File: config.mk
export PLATFORM = sky130hd
export DESIGN_NAME = ln_arbiter
export DESIGN_NICKNAME = d
export VERILOG_FILES = /design/src/rtl/ln_arbiter.sv
export SDC_FILE = /design/constraint.sdc
export NUM_CORES = 1
export LEC_CHECK = 0
export CAP_MARGIN = 20
export CORE_MARGIN = 5
export CORE_UTILIZATION = 46
export DETAILED_ROUTE_END_ITERATION = 7
export PLACE_DENSITY_LB_ADDON = 0.05
export SLEW_MARGIN = 20
export SYNTH_ARGS = -nofsm -noshare
export SYNTH_HDL_FRONTEND = slang
export SYNTH_SLANG_ARGS = --single-unit
File: constraint.sdc
create_clock -name clk -period 8.2 [get_ports clk]
set_input_delay 1.64 -clock clk [delete_from_list [all_inputs] [get_ports clk]]
set_output_delay 1.64 -clock clk [all_outputs]
set_load 0.1 [all_outputs]
File: src/rtl/ln_arbiter.sv
// Round-robin arbiter that shares one sequential ln core between N_REQ requesters,
// range-checks operands, sequences the start/done handshake and guards it with a watchdog.
module ln_arbiter #(
    parameter int N_REQ   = 4,
    parameter int W       = 10,
    parameter int TIMEOUT = 15
) (
    input  logic               clk,
    input  logic               rst,
    input  logic [N_REQ-1:0]   req_valid,
    input  logic [N_REQ*W-1:0] req_x,
    output logic [N_REQ-1:0]   req_ready,
    output logic [N_REQ-1:0]   rsp_valid,
    output logic [W-1:0]       rsp_y,
    output logic               rsp_err,
    output logic [W-1:0]       ln_x0,
    output logic               ln_start,
    input  logic [W-1:0]       ln_y,
    input  logic               ln_done,
    output logic               busy
);
    localparam int PW  = (N_REQ > 1) ? $clog2(N_REQ) : 1;
    localparam int WDW = $clog2(TIMEOUT + 1);
    localparam logic [WDW-1:0] WD_LAST  = WDW'(TIMEOUT - 1);
    localparam logic [PW-1:0]  PTR_INIT = PW'(N_REQ - 1);

    typedef enum logic [1:0] {
        IDLE  = 2'd0,
        START = 2'd1,
        WAIT  = 2'd2,
        RESP  = 2'd3
    } state_t;

    state_t         state_q, state_d;
    logic [PW-1:0]  ptr_q, ptr_d;
    logic [W-1:0]   x0_q, x0_d;
    logic [W-1:0]   y_q, y_d;
    logic           err_q, err_d;
    logic [WDW-1:0] wd_q, wd_d;

    logic [W-1:0]   req_x_arr [N_REQ];
    logic           gnt_found;
    logic [PW-1:0]  gnt_idx;
    logic [PW-1:0]  cand;
    logic [W-1:0]   gnt_x;
    logic           in_range;

    genvar gi;
    generate
        for (gi = 0; gi < N_REQ; gi++) begin : g_lane
            assign req_x_arr[gi] = req_x[gi*W +: W];
            assign req_ready[gi] = !rst && (state_q == IDLE) && gnt_found && (gnt_idx == PW'(gi));
            assign rsp_valid[gi] = (state_q == RESP) && (ptr_q == PW'(gi));
        end
    endgenerate

    // Search ptr+1, ptr+2, ... ; descending loop so the nearest candidate wins.
    always_comb begin
        gnt_found = 1'b0;
        gnt_idx   = '0;
        cand      = '0;
        for (int k = N_REQ; k >= 1; k--) begin
            cand = PW'((int'(ptr_q) + k) % N_REQ);
            if (req_valid[cand]) begin
                gnt_found = 1'b1;
                gnt_idx   = cand;
            end
        end
    end

    assign gnt_x    = req_x_arr[gnt_idx];
    assign in_range = (gnt_x >= W'(128)) && (gnt_x <= W'(255));

    always_comb begin
        state_d = state_q;
        ptr_d   = ptr_q;
        x0_d    = x0_q;
        y_d     = y_q;
        err_d   = err_q;
        wd_d    = wd_q;
        case (state_q)
            IDLE: begin
                if (gnt_found) begin
                    ptr_d = gnt_idx;
                    if (in_range) begin
                        x0_d    = gnt_x;
                        state_d = START;
                    end else begin
                        y_d     = '0;
                        err_d   = 1'b1;
                        state_d = RESP;
                    end
                end
            end
            START: begin
                wd_d    = '0;
                state_d = WAIT;
            end
            WAIT: begin
                // done right after start may be left over from the previous operation
                if ((wd_q != '0) && ln_done) begin
                    y_d     = ln_y;
                    err_d   = 1'b0;
                    state_d = RESP;
                end else if (wd_q == WD_LAST) begin
                    y_d     = '0;
                    err_d   = 1'b1;
                    state_d = RESP;
                end else begin
                    wd_d = wd_q + 1'b1;
                end
            end
            RESP: begin
                state_d = IDLE;
            end
            default: begin
                state_d = IDLE;
            end
        endcase
    end

    always_ff @(posedge clk or posedge rst) begin
        if (rst) begin
            state_q <= IDLE;
            ptr_q   <= PTR_INIT;
            x0_q    <= '0;
            y_q     <= '0;
            err_q   <= 1'b0;
            wd_q    <= '0;
        end else begin
            state_q <= state_d;
            ptr_q   <= ptr_d;
            x0_q    <= x0_d;
            y_q     <= y_d;
            err_q   <= err_d;
            wd_q    <= wd_d;
        end
    end

    assign ln_x0    = x0_q;
    assign ln_start = (state_q == START);
    assign busy     = (state_q != IDLE);
    assign rsp_y    = y_q;
    assign rsp_err  = err_q;

endmodule

==> results.sh, run 1 <==
export IMPL_status="complete, no violations"
export IMPL_synth_cell_area_um2=2002
export IMPL_final_cells=321
export IMPL_syn_inst=182
export IMPL_hold_start="ln_x0[7]$_DFFE_PP0P_"
export IMPL_power_total_mw=1.210
export IMPL_drt_iter0_markers=66
export IMPL_r2r_end="rsp_y[9]$_DFFE_PP0P_"
export IMPL_synthToLayoutAreaGrowth_pct=47.56
export IMPL_wl_um=5083
export IMPL_path_delay_family="buffers and inverters"
export IMPL_io_buffers=87
export IMPL_max_slew_worst_pin_slew_ns=1.019
export IMPL_grt_pass1_vias=1681
export IMPL_synth_seq_area_share=0.3637
export IMPL_dieArea_um2=5771
export IMPL_rows=24
export IMPL_hold_end="ln_x0[7]$_DFFE_PP0P_"
export IMPL_synth_edff_count=0
export IMPL_initial_utilization=0.4662
export IMPL_finalSetupViolCount=0
export IMPL_grt_use_total=0.1765
export IMPL_htreeDepth=2
export IMPL_crit_top_cell="clkdlybuf4s50_1"
export IMPL_post_place_ws_ns=1.887
export IMPL_die_w_um=75.97
export IMPL_cts_tree="yes"
export IMPL_clockBufferDepth=2
export IMPL_worst_hold_slack_ns=0.4855
export IMPL_num_vias=1699
export IMPL_holdPathStages=1
export IMPL_fmax_mhz=158.0
export IMPL_globalplace_congestion=0.7945
export IMPL_dr_pass1_iters=4
export IMPL_finalNetCount=337
export IMPL_dpl_hpwl_um=4010
export IMPL_clkTransAtPathRegs_ns=0.06
export IMPL_reg2regPathDepth=8
export IMPL_syn_nets=251
export IMPL_crit_chain="clkdlybuf4s50_1 > mux4_2 > o211ai_1 > o211a_4 > nor4b_1 > clkdlybuf4s50_1"
export IMPL_grt_pass1_wl_um=8431
export IMPL_seq_area_um2=728.2
export IMPL_async_flop_share=1.000
export IMPL_antenna_found_initial=0
export IMPL_postCtsSetupRepairBufs=0
export IMPL_crit_type="primary input to primary output"
export IMPL_synth_cell_type_count=45
export IMPL_ir_drop_uv=188.7
export IMPL_p_per_area_nw_per_um2=409.5
export IMPL_antenna_cells=0
export IMPL_dp_cells=313
export IMPL_cts_buffers=5
export IMPL_crit_required_ns=6.56
export IMPL_multi_input_area_um2=1166
export IMPL_ys_seq_elements=29
export IMPL_path_buf_inv=2
export IMPL_syn_avg_cell_area_um2=11.00
export IMPL_overflow=0
export IMPL_fin_tns_setup_ns=0
export IMPL_holdCritPathClass="register to register"
export IMPL_reg2reg_slack_ns=4.72
export IMPL_clk_latency_ns=0.28
export IMPL_drc=0
export IMPL_synth_top_area_cell="dfrtp_1"
export IMPL_routed_via_density=5.293
export IMPL_finalClockSkew_ns=0.005188
export IMPL_leakagePower_nw=1.280
export IMPL_antenna_left=0
export IMPL_end_kind="primary output"
export IMPL_chipHeight_um=75.97
export IMPL_layout_drive_gt1_share=0.1338
export IMPL_fillers=331
export IMPL_cts_root_buf="clkbuf_8"
export IMPL_crit_path_max_fanout=20
export IMPL_min_period_ns=6.330
export IMPL_ys_warn_count=0
export IMPL_cts_sinks=29
export IMPL_slew_headroom=0.3184
export IMPL_cts_hold_buf=0
export IMPL_regToRegStartpoint="ptr_q[0]$_DFFE_PP1P_"
export IMPL_critPathMaxStageDelay_ns=1.19
export IMPL_cpMaxStageDelayCell="clkdlybuf4s50_1"
export IMPL_fin_ws_ns=1.870
export IMPL_cts_resized=0
export IMPL_layout_worst_path_cycle_share=0.7720
export IMPL_start_kind="primary input"
export IMPL_synth_top_cell_area_share=0.3375
export IMPL_max_cap_violations=0
export IMPL_synth_area_leaders="dfrtp_1, mux2i_1, ha_1"
export IMPL_io_pin_count=88
export IMPL_hold_viol_final=0
export IMPL_grt_max_degree=30
export IMPL_arrival_ns=4.69
export IMPL_avgRoutedWirePerCell_um=15.83
export IMPL_slew_violations=0
export IMPL_synth_flop_cell="dfrtp_1"
export IMPL_core_um2=4294
export IMPL_rsz0062_at_grt="no"
cells in the final DEF (no fill, tap or decap), types with 2 or more instances in the layout:
cell / n
dfstp_2: 2
clkdlybuf4s50_1: 87
nand3_1: 5
a21oi_1: 2
nor2_1: 10
mux2_2: 11
dfrtp_1: 27
and2_1: 5
nor4_1: 2
o32a_1: 2
inv_1: 10
nor4b_1: 2
o211ai_1: 3
nor2b_1: 2
mux4_2: 2
clkbuf_8: 5
o21ai_0: 7
nand2_1: 9
a211o_2: 2
clkinv_2: 2
mux2i_1: 25
ha_1: 12
a32o_1: 10
nor3b_1: 2
nor3_4: 2
state kept, by name, summed over array words and instances (netlist names):
register,flops
state_q,2
ptr_q,2
ln_x0,10
wd_q,4
rsp_y,10
rsp_err,1
cell type report:
class                           instances  area share
Clock inverter                          2    0.003388
Tap cell                               52     0.02202
Sequential cell                        29      0.2465
Clock buffer                            6     0.02457
Timing Repair Buffer                   87      0.2948
Multi-Input combinational cell        134      0.3947
Inverter                               11     0.01398
layer usage:
metal  part of all wire  vias up  track usage  wire (µm)
li1                   -      843            -          -
met1               0.45      782       0.2408       2306
met2               0.44       65       0.2551       2220
met3              0.094        9      0.07210        476
met4              0.016        0      0.05160         79
met5                  0        -            0          0
metrics by stage:
step                      instance area (µm²)  utilization
after floorplan                          2002            -
after global placement                   2872       0.6687
after detailed placement                 2872       0.6687
after CTS                                2954       0.6879
after global routing                     2954       0.6879
final                                    2954       0.6879
worst register-to-register path, stage by stage, from the launching register on:
cell,delay (ns)
dfstp_2,0.68
inv_1,0.16
ha_1,0.40
mux2_2,0.40
o211ai_1,0.23
o211a_4,0.41
mux2i_2,0.45
o211ai_2,0.30
a32o_1,0.34
Yosys cell counts, drive strengths merged (2+ instances only):
master,count
dfrtp,27
mux2i,26
ha,12
inv,11
mux2,11
a32o,10
nor2,10
nand2,9
o21ai,7
and2,5
buf,5
nand3,5
o211ai,4
a211o,2
a21oi,2
and3,2
clkbuf,2
dfstp,2
mux4,2
nand2b,2
nor2b,2
nor3,2
nor3b,2
nor4,2
nor4b,2
o211a,2
o32a,2
how the worst max path moves through the flow:
stage	start	end	cells past startpoint
global route	req_valid[3]	req_ready[0]	6
detailed placement	req_valid[3]	req_ready[0]	6
floorplan	req_valid[1]	req_ready[1]	6
global placement	req_valid[1]	req_ready[1]	6
finish	req_valid[1]	req_ready[1]	6
CTS	req_valid[3]	req_ready[0]	6
cells by family (layout without fill, tap and decap cells):
| group | after synthesis | after routing | share of synthesized area |
|---|---|---|---|
| compound gates | 36 | 36 | 0.1506 |
| fa+ha+maj | 12 | 12 | 0.07500 |
| buf+inv | 19 | 106 | 0.05375 |
| flops | 29 | 29 | 0.3638 |
| mux | 39 | 39 | 0.2162 |
| simple gates | 47 | 47 | 0.1406 |
power by group:
group / switching (mW) / leakage [nW] / internal, mW
Combinational: 0.576 / 0.869 / 0.291
Clock: 0.0497 / 0.0450 / 0.0585
Sequential: 0.0400 / 0.366 / 0.195
Total: 0.666 / 1.28 / 0.544
(Power assumes the default switching activity.)
==> run 2: changes to the inputs <==
Settings changed: CORE_UTILIZATION 46 to 42.
Clock period 8.2 ns to 6.6 ns, I/O delays scaled along.
==> run 2 against run 1 <==
Against the previous run:
- sequential share of layout area is 0.57 points lower
- clock power is 76% higher
- highest routed layer unchanged
- critical endpoint is now req_ready[0]
- clock skew is 0.00096 ns lower
- worst setup slack worse by 0.11 ns
==> results.sh, run 2 (synthesized netlist as in run 1, its figures left out) <==
export IMPL_leakagePower_nw=1.315
export IMPL_finalCoreUtilization=0.6489
export IMPL_slew_violations=0
export IMPL_antenna_cells=0
export IMPL_overflow=0
export IMPL_clockBufferDepth=2
export IMPL_grt_util_met2=0.2652
export IMPL_drt_iter0_markers=47
export IMPL_regToRegStartpoint="ptr_q[0]$_DFFE_PP1P_"
export IMPL_crit_path_start="req_valid[3]"
export IMPL_grt_most_used_layer="met2"
export IMPL_die_w_um=79.04
export IMPL_cts_root_buf="clkbuf_8"
export IMPL_postCtsSetupRepairBufs=0
export IMPL_finalSetupViolCount=0
export IMPL_ir_drop_uv=267.9
export IMPL_slew_headroom=0.3230
export IMPL_drc=0
export IMPL_crit_chain="clkdlybuf4s50_1 > mux2_2 > o32a_1 > and2_1 > nor4_2 > buf_4"
export IMPL_hold_start="ln_x0[7]$_DFFE_PP0P_"
export IMPL_num_vias=1712
export IMPL_crit_type="primary input to primary output"
export IMPL_min_period_ns=4.840
export IMPL_fin_ws_ns=1.760
export IMPL_initial_utilization=0.4295
export IMPL_crit_required_ns=5.28
export IMPL_end_kind="primary output"
export IMPL_antenna_found_initial=0
export IMPL_seq_area_um2=728.2
export IMPL_grt_pass1_wl_um=8004
export IMPL_grt_max_degree=21
export IMPL_fillers=398
export IMPL_chipHeight_um=79.04
export IMPL_cts_sinks=29
export IMPL_use_met1=0.1916
export IMPL_cts_hold_buf=0
export IMPL_cts_buffers=5
export IMPL_io_pin_count=88
export IMPL_layout_drive_gt1_share=0.1593
export IMPL_multi_input_area_um2=1179
export IMPL_start_kind="primary input"
export IMPL_arrival_ns=3.52
export IMPL_p_per_area_nw_per_um2=516.2
export IMPL_holdCritPathClass="register to register"
export IMPL_dieArea_um2=6247
export IMPL_crit_path_max_fanout=12
export IMPL_max_slew_worst_pin_slew_ns=1.012
export IMPL_finalNetCount=338
export IMPL_max_cap_violations=0
export IMPL_io_buffers=87
export IMPL_layout_worst_path_cycle_share=0.7333
export IMPL_post_place_ws_ns=1.766
export IMPL_finalClockSkew_ns=0.004227
export IMPL_core_um2=4661
export IMPL_dr_pass1_iters=4
export IMPL_hold_viol_final=0
export IMPL_grt_pass1_vias=1731
export IMPL_grt_use_total=0.1613
export IMPL_antenna_left=0
export IMPL_status="complete, no violations"
export IMPL_wl_um=4904
export IMPL_avgRoutedWirePerCell_um=15.14
export IMPL_globalplace_congestion=0.8086
export IMPL_htreeDepth=2
export IMPL_critPathMaxStageDelay_ns=0.52
export IMPL_clkTransAtPathRegs_ns=0.06
export IMPL_dpl_hpwl_um=3929
export IMPL_cts_tree="yes"
export IMPL_fin_tns_setup_ns=0
export IMPL_layout_commonest_cell="clkdlybuf4s50_1"
export IMPL_grt_util_met3=0.07596
export IMPL_rsz0062_at_grt="no"
export IMPL_synthToLayoutAreaGrowth_pct=51.06
export IMPL_rows=25
export IMPL_clk_latency_ns=0.28
export IMPL_routed_via_density=5.284
export IMPL_final_cell_mix="clkdlybuf4s50_1, dfrtp_1, mux2i_1, ha_1"
export IMPL_fmax_mhz=206.6
export IMPL_cts_resized=0
export IMPL_cpMaxStageDelayCell="clkdlybuf4s50_1"
run 2: path summary, 6_finish.rpt:
path                                     endpoint  slack (ns)  depth (start not counted)
max reg2reg                  rsp_y[5]$_DFFE_PP0P_        3.16                          8
max                                  req_ready[0]        1.76                          6
min                          ln_x0[7]$_DFFE_PP0P_        0.48                          1
max in group asynchronous    ln_x0[4]$_DFFE_PP0P_        4.54                          3
min in group asynchronous  state_q[0]$_DFFE_PP0P_        1.57                          2
min reg2reg                  ln_x0[7]$_DFFE_PP0P_        0.48                          1
run 2: layout make-up:
class                      count  area share
clock inverter                 2     0.01241
inverter                      11     0.01365
multi-input combinational    134      0.3897
sequential                    29      0.2408
timing repair buffer          88      0.2938
clock buffer                   6     0.02731
tap                           54     0.02234
run 2: critical path, delay by kind of cell:
kind | cells | cell delay, ns
buffers and inverters | 2 | 0.85
multiplexers | 1 | 0.31
AO/OA/AOI/OAI | 1 | 0.33
AND/OR/NAND/NOR | 2 | 0.71
run 2: power breakdown:
group	internal (mW)	switching [mW]
Combinational	0.361	0.718
Clock	0.123	0.0676
Sequential	0.242	0.0501
Total	0.726	0.835
run 2: routing by layer:
metal | vias to the layer above | wire length [µm]
met5 | - | 0
met4 | 0 | 36
met3 | 6 | 483
met2 | 50 | 2305
met1 | 803 | 2080
li1 | 853 | -
run 2: metrics by stage:
step / area, µm² / std cells / hold slack (ns) / power [mW]
after global routing: 3024 / 324 / 0.4973 / 1.656
final: 3024 / 324 / 0.4842 / 1.561
after CTS: 3024 / 324 / 0.4864 / 1.575
after detailed placement: 2904 / 316 / 0.4628 / 1.379
after floorplan: 2014 / 182 / 0.4890 / 1.169
after global placement: 2877 / 315 / 0.4562 / 1.371
